## src/rtl/seq_pkg.sv

```systemverilog
// Shared constants for the entry sequence store: FSM error codes, default
// geometry and the cursor/count width helper.
package seq_pkg;

    localparam logic [1:0] ERR_NONE   = 2'd0;
    localparam logic [1:0] ERR_CODE_1 = 2'd1;
    localparam logic [1:0] ERR_CODE_2 = 2'd2;
    localparam logic [1:0] ERR_CODE_3 = 2'd3;

    localparam int DEPTH_DEF = 10;
    localparam int WIDTH_DEF = 32;

    // Width able to hold 0..depth inclusive, so count can report "full".
    function automatic int cursor_width(input int depth);
        return $clog2(depth + 1);
    endfunction

endpackage

```

## src/rtl/seq_cursor.sv

```systemverilog
// Browse cursor for the sequence store: wrapping step over the stored entries,
// plus a load path used when the display tracks the newest entry.
module seq_cursor #(
    parameter int CW = 4
) (
    input  logic          clk,
    input  logic          reset,
    input  logic          clr,
    input  logic          step,
    input  logic [CW-1:0] limit,
    input  logic          load,
    input  logic [CW-1:0] load_val,
    output logic [CW-1:0] cursor
);

    // NOTE: sequential state uses non-blocking (<=) so every flop samples
    // pre-edge values, independent of statement order.
    always_ff @(posedge clk or posedge reset) begin
        if (reset) begin
            cursor <= '0;
        end else if (clr) begin
            cursor <= '0;
        end else if (load) begin
            cursor <= load_val;
        end else if (step) begin
            // limit is the entry count before any coincident write.
            if (limit == '0 || cursor >= limit - CW'(1)) begin
                cursor <= '0;
            end else begin
                cursor <= cursor + CW'(1);
            end
        end
    end

endmodule

```

## src/rtl/seq_buffer_ctrl.sv

```systemverilog
// Entry sequence store controller: append-only register store, sticky error
// and overflow flags, browse cursor. Optional macro SEQ_CTRL_SHOW_LAST_EN makes
// each accepted write move the cursor to the new entry.
module seq_buffer_ctrl
    import seq_pkg::*;
#(
    parameter int  DEPTH = DEPTH_DEF,
    parameter int  WIDTH = WIDTH_DEF,
    localparam int CW    = cursor_width(DEPTH)
) (
    input  logic             clk,
    input  logic             reset,
    input  logic             clr,
    input  logic             wr_valid,
    input  logic [WIDTH-1:0] wr_data,
    input  logic [1:0]       wr_err,
    input  logic             nxt,
    output logic [WIDTH-1:0] disp_data,
    output logic [CW-1:0]    cursor,
    output logic [CW-1:0]    count,
    output logic             full,
    output logic [1:0]       err_out,
    output logic             ovf
);

    logic [WIDTH-1:0] mem [DEPTH];
    logic             wr_clean;
    logic             accept;
    logic             load;

    assign full     = (count == CW'(DEPTH));
    assign wr_clean = wr_valid && (wr_err == ERR_NONE);
    assign accept   = wr_clean && !full && !clr;

    always_ff @(posedge clk or posedge reset) begin
        if (reset) begin
            count   <= '0;
            err_out <= ERR_NONE;
            ovf     <= 1'b0;
        end else if (clr) begin
            count   <= '0;
            err_out <= ERR_NONE;
            ovf     <= 1'b0;
        end else begin
            if (accept) count <= count + CW'(1);
            if (wr_clean && full) ovf <= 1'b1;
            if (wr_valid && wr_err != ERR_NONE) err_out <= wr_err;
        end
    end

    // NOTE: the store is cleared by reset and clr, so it must stay flops;
    // a RAM macro could not be asynchronously cleared.
    always_ff @(posedge clk or posedge reset) begin
        if (reset) begin
            for (int i = 0; i < DEPTH; i++) mem[i] <= '0;
        end else if (clr) begin
            for (int i = 0; i < DEPTH; i++) mem[i] <= '0;
        end else begin
            for (int i = 0; i < DEPTH; i++) begin
                if (accept && count == CW'(i)) mem[i] <= wr_data;
            end
        end
    end

    // NOTE: default assignment first so no path through the loop infers a latch.
    always_comb begin
        disp_data = '0;
        for (int i = 0; i < DEPTH; i++) begin
            if (cursor == CW'(i) && cursor < count) disp_data = mem[i];
        end
    end

`ifdef SEQ_CTRL_SHOW_LAST_EN
    assign load = accept;
`else
    assign load = 1'b0;
`endif

    seq_cursor #(
        .CW(CW)
    ) u_cursor (
        .clk      (clk),
        .reset    (reset),
        .clr      (clr),
        .step     (nxt),
        .limit    (count),
        .load     (load),
        .load_val (count),
        .cursor   (cursor)
    );

endmodule

```

## config.mk

```make
export PLATFORM = sky130hd
export DESIGN_NAME = seq_buffer_ctrl
export DESIGN_NICKNAME = d
export VERILOG_FILES = /design/src/rtl/seq_pkg.sv /design/src/rtl/seq_cursor.sv /design/src/rtl/seq_buffer_ctrl.sv
export SDC_FILE = /design/constraint.sdc
export NUM_CORES = 1
export LEC_CHECK = 0
export BUFFER_PORTS_ARGS = -buffer_cell sky130_fd_sc_hd__buf_2
export CORE_ASPECT_RATIO = 0.9
export CORE_MARGIN = 1
export CORE_UTILIZATION = 41
export DETAILED_ROUTE_END_ITERATION = 6
export PLACE_DENSITY = 0.53
export SYNTH_ARGS = -nofsm -noshare
export SYNTH_HDL_FRONTEND = slang
export SYNTH_SLANG_ARGS = --single-unit
```

## constraint.sdc

```tcl
create_clock -name clk -period 23.4 [get_ports clk]
set_input_delay 4.68 -clock clk [delete_from_list [all_inputs] [get_ports clk]]
set_output_delay 4.68 -clock clk [all_outputs]
set_load 0.01 [all_outputs]
```

==> results of run 1 <==
-- stage by stage --
| stage | std cells | setup slack, ns | utilization | total power [W] | hold WS [ns] |
|---|---|---|---|---|---|
| after global placement | 2445 | 15.01 | 0.428 | 0.000651 | 0.474 |
| after floorplan | 1979 | 9.55 | - | 0.000629 | 0.496 |
| after global routing | 2514 | 14.21 | 0.461 | 0.00129 | 0.532 |
| after CTS | 2514 | 14.38 | 0.461 | 0.00126 | 0.502 |
| after detailed placement | 2445 | 14.96 | 0.428 | 0.000651 | 0.486 |
| final | 2514 | 14.35 | 0.461 | 0.00125 | 0.500 |
-- worst paths after layout --
path / from / to / slack [ns]
worst max-delay path: u_cursor.cursor[1] / disp_data[22] / 14.35
worst min-delay path: ovf / ovf / 0.50
worst max register to register: count[0] / mem[49] / 20.80
worst min register to register: ovf / ovf / 0.50
max in group asynchronous: reset / mem[243] / 16.70
min in group asynchronous: reset / mem[124] / 4.26
-- cell type report --
class / count / area, sq um / area share
flip-flops and latches: 331 / 8280 / 0.456
multi-input cells: 1446 / 7180 / 0.395
well taps: 532 / 666 / 0.0366
clock inverters: 16 / 149 / 0.00819
inverters: 17 / 71.3 / 0.00392
repair buffers: 119 / 698 / 0.0384
clock buffers: 53 / 1130 / 0.0621
-- critical path, delay by kind of cell, from the launching register on --
kind | cells | cell delay, ns
compound gates | 3 | 1.02
fa+ha+maj | 1 | 0.17
buf+inv | 4 | 1.43
flops | 1 | 0.49
simple gates | 1 | 0.69
-- sequential cells by signal, summed over array words and instances, names as in the netlist --
register / cells
err_out: 2
mem: 320
ovf: 1
count: 4
u_cursor.cursor: 4
-- cells by family (layout without fill, tap and decap cells) --
family / Yosys count / count (layout)
fa+ha+maj: 16 / 16
simple gates: 843 / 843
flops: 331 / 331
compound gates: 581 / 581
buf+inv: 202 / 205
xor+xnor: 5 / 5
mux: 1 / 1
-- power groups by stage --
stage | clock network, W | registers, W | logic (W)
2_1_floorplan | 0 | 0.000587 | 0.0000418
3_3_place_gp | 0 | 0.000587 | 0.0000634
3_5_place_dp | 0 | 0.000587 | 0.0000638
4_1_cts | 0.000623 | 0.000577 | 0.0000638
5_1_grt | 0.000645 | 0.000577 | 0.0000693
6_report | 0.000614 | 0.000577 | 0.0000635
-- cell usage after synthesis, drive strengths merged (3+ instances only) --
cell type	instances	area, sq um
o21ai	18	90.1
a221o	6	60.1
a211oi	27	203
o2bb2ai	16	140
nor2	63	255
o22ai	23	144
buf	90	512
a221oi	16	140
a21oi	377	1890
clkbuf	95	357
nor3b	3	33.8
nand3	10	50.1
a31oi	8	50.1
nand3b	7	52.6
nand2b	6	37.5
inv	17	63.8
o32a	3	30.0
o211ai	9	81.3
nor4	3	46.3
nand4	3	18.8
and3	18	118
nand2	697	2620
nor3	11	66.3
o22a	5	43.8
and2	11	68.8
dfrtp	331	8280
nor2b	6	52.6
o31ai	6	45.0
xnor2	5	43.8
a21o	3	22.5
a22oi	43	323
o311ai	12	105
ha	16	200
-- per-layer routing --
layer	track usage	wire (um)
met3	0.0505	4540
met1	0.422	26800
met2	0.474	27400
met4	0.116	2060
met5	0	10
==> summary.txt, run 1 <==
STA
  • Setup violators final: 0
  • Unrepaired setup endpoints after global routing: no
  • Final Hold Viols: 0
  • Worst slew margin: 0.240
  • Worst slew pin tran: 1.14 ns
  • Final slew viol count: 0
  • Fmax: 111 MHz
  • TNS Setup: 0 ns
  • Clock skew: 0.00702 ns
  • Period minus WS final: 9.05 ns
  • Final period util: 0.387

Floorplan
  • Num rows: 69
  • Die footprint: between 0.04 and 0.05 sq mm
  • Die H: between 150 and 200 um
  • Die Wd: 213 um
  • Core area: between 0.03 and 0.04 sq mm
  • I/O Pins: just over 80
  • Initial core utilization: 0.415

Detailed routing
  • DRT iter0 DRCs: ~1.6k
  • # DRC: 0
  • Vias per cell: 5.79
  • Vias: 14.5k
  • Pre-Repair DR Iteration Count: 6
  • WL final: roughly 60,000 um
  • DR WL/cell: 24.2 um
  • Antenna viol nets, final: 0

Critical path
  • Worst-path fanout max: 54
  • Crit path cell chain: inv_1 > ha_2 > buf_4 > inv_1 > nor4_2 > a221o_1 > a21oi_1 > o31ai_1 > buf_2
  • Max incr delay on CP: 0.71 ns
  • Arrival @ worst endpoint: 4.37 ns
  • Critical path's slowest cell: o31ai_1
  • CP endpoint kind: output pin
  • CP required: between 15 and 20 ns
  • Most used cell, CP: inv_1
  • CP Launch Type: register
  • Crit path kind: reg -> out
  • R2R depth: 9

Clock network
  • CTS tree: done
  • H-tree levels: 2
  • CTS Hold Buffers Added: 0
  • Worst-Skew Late Latency: 0.55 ns
  • Reg clk slew, reported paths: 0.06 ns
  • CTS Buf Count: 38
  • Setup bufs post-CTS: 0
  • Resized cells post-CTS: 0
  • CTS Sinks: 331
  • Root Driver: clkbuf_16
  • CTS Buffer Depth: 3

Global routing
  • Vias in the first global route: 14.0k
  • GR Util All Layers: 0.304
  • Initial antenna violation count: 3
  • Grt total ovfl: 0
  • First-pass GRT wire length: a little over 90,000 um
  • Largest net degree at the start of global routing: 157

Layout
  • Area growth from synthesis to layout: 11.0%
  • Layout cells sized above 1: 0.104
  • FILL cells: 3,894
  • Commonest non-fill, non-tap cell in the layout: nand2_1
  • Final Net Count: 2,008
  • Commonest non-fill, non-tap cells in the layout: nand2_1, a21oi_1, dfrtp_1
  • Design area: 0.0182 sq mm
  • Antenna Cells: 0

Logic synthesis
  • Yosys Warn Count: 0
  • Seq/Total Area, Yosys: 0.506
  • Post-synthesis compound-gate area fraction: 0.211
  • Main combinational cell family by area after synthesis: simple AND/OR/NAND/NOR gates
  • Synthesized instance count: 1,979
  • Async SR Flop Fraction: 1.00
  • Post-synth EDFFs: 0
  • Top FF cell, synth: dfrtp_1
  • Post-synth cell types: 61
  • XOR/XNOR Fraction of Synth Area: 0.00267
  • Synth Area per Inst: 8.27 sq um
  • Post-synthesis simple-gate area fraction: 0.211
  • Yosys reg bits: about 330
  • Multiplexer share of the synthesized area: 0.000611
  • Synth Area in Adders: 0.0122
  • Post-synthesis instance area: 0.0164 sq mm
  • Syn nets: between 2k and 2.5k

Worst hold path
  • Hold Path Stages: 2
  • Hold crit path type: reg -> reg

Pwr
  • Clk network pwr share: 0.490
  • Internal power: 0.000947 W
  • Sw Ratio: 0.245
  • Power density cells: 69.0 mW/mm^2
  • P_sw: 0.000307 W
  • Leak: between 7 and 8 nW
  • Register share of total power: 0.460
  • Combinational Power Share: 0.051
  • Peak VDD IR: 35.2 uV

Place
  • Final HPWL DP: between 30,000 and 40,000 um
  • GP Congestion: 0.832
  • Placement Cell Area: 0.0169 sq mm
  • PortBufs: 82

Outcome
  • Status: finished clean

Flow run
  • Max Cap Viol: 0
(Power assumes the default switching activity.)
==> run 2, diff against run 1 <==
--- a/config.mk
+++ b/config.mk
@@ -10,7 +10,7 @@
 export CORE_MARGIN = 1
 export CORE_UTILIZATION = 41
 export DETAILED_ROUTE_END_ITERATION = 6
-export PLACE_DENSITY = 0.53
+export PLACE_DENSITY = 0.55
 export SYNTH_ARGS = -nofsm -noshare
 export SYNTH_HDL_FRONTEND = slang
 export SYNTH_SLANG_ARGS = --single-unit
==> constraint.sdc (replaced) <==
create_clock -name clk -period 7.3 [get_ports clk]
set_input_delay 1.46 -clock clk [delete_from_list [all_inputs] [get_ports clk]]
set_output_delay 1.46 -clock clk [all_outputs]
set_load 0.01 [all_outputs]
==> summary.txt, run 2 (same netlist as run 1, synthesis figures left out) <==
Place
  • PortBufs: 82
  • Inst Count DP: 2,444
  • Dpl ws: approximately 2.2 ns
  • Final HPWL DP: 35,200 um
  • GP Congestion: between 0.8 and 0.9

Detailed routing
  • Vias: 14.5k
  • DRT iter0 DRCs: 1,829
  • Antenna viol nets, final: 0
  • DR WL/cell: roughly 24 um
  • Top sig layer: met5
  • Routed met3 length: between 4000 and 5000 um
  • Met2 routed wirelength: 27,200 um
  • WL final: 59,400 um
  • Vias per cell: 5.77
  • Wl on met1: 25,800 um
  • Pre-Repair DR Iteration Count: 5
  • # DRC: 0

Layout
  • Final Net Count: 2,007
  • Commonest non-fill, non-tap cells in the layout: nand2_1, a21oi_1, dfrtp_1
  • Max reg flops: between 300 and 400
  • Register bank with the most flops: mem
  • Top flop regs: mem (320), count (4), u_cursor.cursor (4)
  • Area growth from synthesis to layout: 11.3%
  • Antenna Cells: 0
  • Non-Filler Instances: 2,511
  • Commonest non-fill, non-tap cell in the layout: nand2_1
  • Layout cells sized above 1: 0.103

Pwr
  • P_sw: 0.000978 W
  • Peak VDD IR: 145 uV
  • Power density cells: 222 mW/mm^2
  • Register share of total power: 0.456
  • Clk network pwr share: 0.492
  • Sw Ratio: 0.241
  • Leak: 7.44 nW
  • Combinational Power Share: 0.051
  • Internal power: 0.00307 W

Global routing
  • Largest net degree at the start of global routing: between 200 and 250
  • First-pass GRT wire length: roughly 90,000 um
  • Initial antenna violation count: 3
  • Vias in the first global route: 13.8k
  • Grt total ovfl: 0
  • GR Util All Layers: 0.295

STA
  • Final Hold Viols: 0
  • Final slew viol count: 0
  • Unrepaired setup endpoints after global routing: no
  • Worst slew margin: 0.163
  • Clock skew: 0.0143 ns
  • Setup violators final: 0
  • Final period util: 0.772
  • TNS Setup: 0 ns
  • Worst slew pin tran: between 1 and 1.5 ns
  • Period minus WS final: about 5.6 ns
  • Final WS setup: between 1.5 and 2 ns
  • Fmax: around 180 MHz

Floorplan
  • Initial core utilization: 0.415
  • Die Wd: 213 um
  • I/O Pins: between 80 and 90
  • Die footprint: a little over 0.04 sq mm
  • Core area: 0.0395 sq mm
  • Num rows: 69
  • Die H: 192 um

Clock network
  • H-tree levels: 2
  • Reg clk slew, reported paths: 0.06 ns
  • CTS Sinks: 331
  • CTS Buffer Depth: 3
  • CTS tree: done
  • Root Driver: clkbuf_16
  • CTS Buf Count: 38
  • Setup bufs post-CTS: 0
  • CTS Hold Buffers Added: 0
  • Worst-Skew Late Latency: ~0.55 ns
  • Resized cells post-CTS: 0

Critical path
  • Max incr delay on CP: 0.79 ns
  • Arrival @ worst endpoint: 4.18 ns
  • Crit path cell chain: inv_1 > ha_2 > inv_1 > nor4_2 > a221o_1 > a21oi_1 > o31ai_1 > buf_2
  • CP endpoint kind: output pin
  • CP required: 5.84 ns
  • Most used cell, CP: inv_1
  • Worst-path fanout max: 41
  • Critical path's slowest cell: ha_2
  • CP Launch Type: register
  • Crit path kind: reg -> out

Outcome
  • Status: finished clean

Flow run
  • Max Cap Viol: 0

Worst hold path
  • Hold crit path type: reg -> reg
-- run 2: cell type report --
| type | count | area (sq um) |
|---|---|---|
| Clock buffer | 55 | 1140 |
| Clock inverter | 12 | 154 |
| Fill cell | 3922 | 21200 |
| Inverter | 17 | 67.6 |
| Multi-Input combinational cell | 1446 | 7190 |
| Sequential cell | 331 | 8280 |
| Tap cell | 532 | 666 |
| Timing Repair Buffer | 118 | 728 |
-- run 2: final timing paths --
kind	from	to	slack, ns	cells after the start
max in group asynchronous	reset	mem[315]	4.66	4
hold / removal	ovf	ovf	0.49	2
hold reg to reg	ovf	ovf	0.49	2
min in group asynchronous	reset	mem[116]	0.87	2
setup / recovery	u_cursor.cursor[1]	disp_data[27]	1.66	8
setup reg to reg	count[0]	mem[59]	4.71	9
-- run 2: critical path: cells and delay by family, from the launching register on --
family	cells	cell delay (ns)
AOI/OAI and AO/OA	3	0.90
adders and majority gates	1	0.79
buffers and inverters	3	0.81
DFF	1	0.47
and+or+nand+nor	1	0.68
-- run 2: per-layer routing --
layer / vias up / GRT usage
li1: 6647 / -
met1: 7166 / 0.420
met2: 592 / 0.461
met3: 93 / 0.0479
met4: 2 / 0.0902
met5: - / 0
-- run 2: per-stage QoR --
stage | util | power, W | instance area [sq um] | hold WS, ns
2_1_floorplan | - | 0.00202 | 16400 | 0.496
3_3_place_gp | 0.429 | 0.00209 | 16900 | 0.471
3_5_place_dp | 0.429 | 0.00209 | 16900 | 0.483
4_1_cts | 0.462 | 0.00408 | 18200 | 0.497
5_1_grt | 0.462 | 0.00417 | 18200 | 0.510
6_report | 0.462 | 0.00405 | 18200 | 0.492
-- run 2: power groups by stage --
| stage | Combinational (W) | Clock, W | Sequential (W) |
|---|---|---|---|
| global route | 0.000227 | 0.00209 | 0.00185 |
| global placement | 0.000208 | 0 | 0.00188 |
| detailed placement | 0.000209 | 0 | 0.00188 |
| finish | 0.000208 | 0.00199 | 0.00185 |
| floorplan | 0.000134 | 0 | 0.00188 |
| CTS | 0.000209 | 0.00202 | 0.00185 |
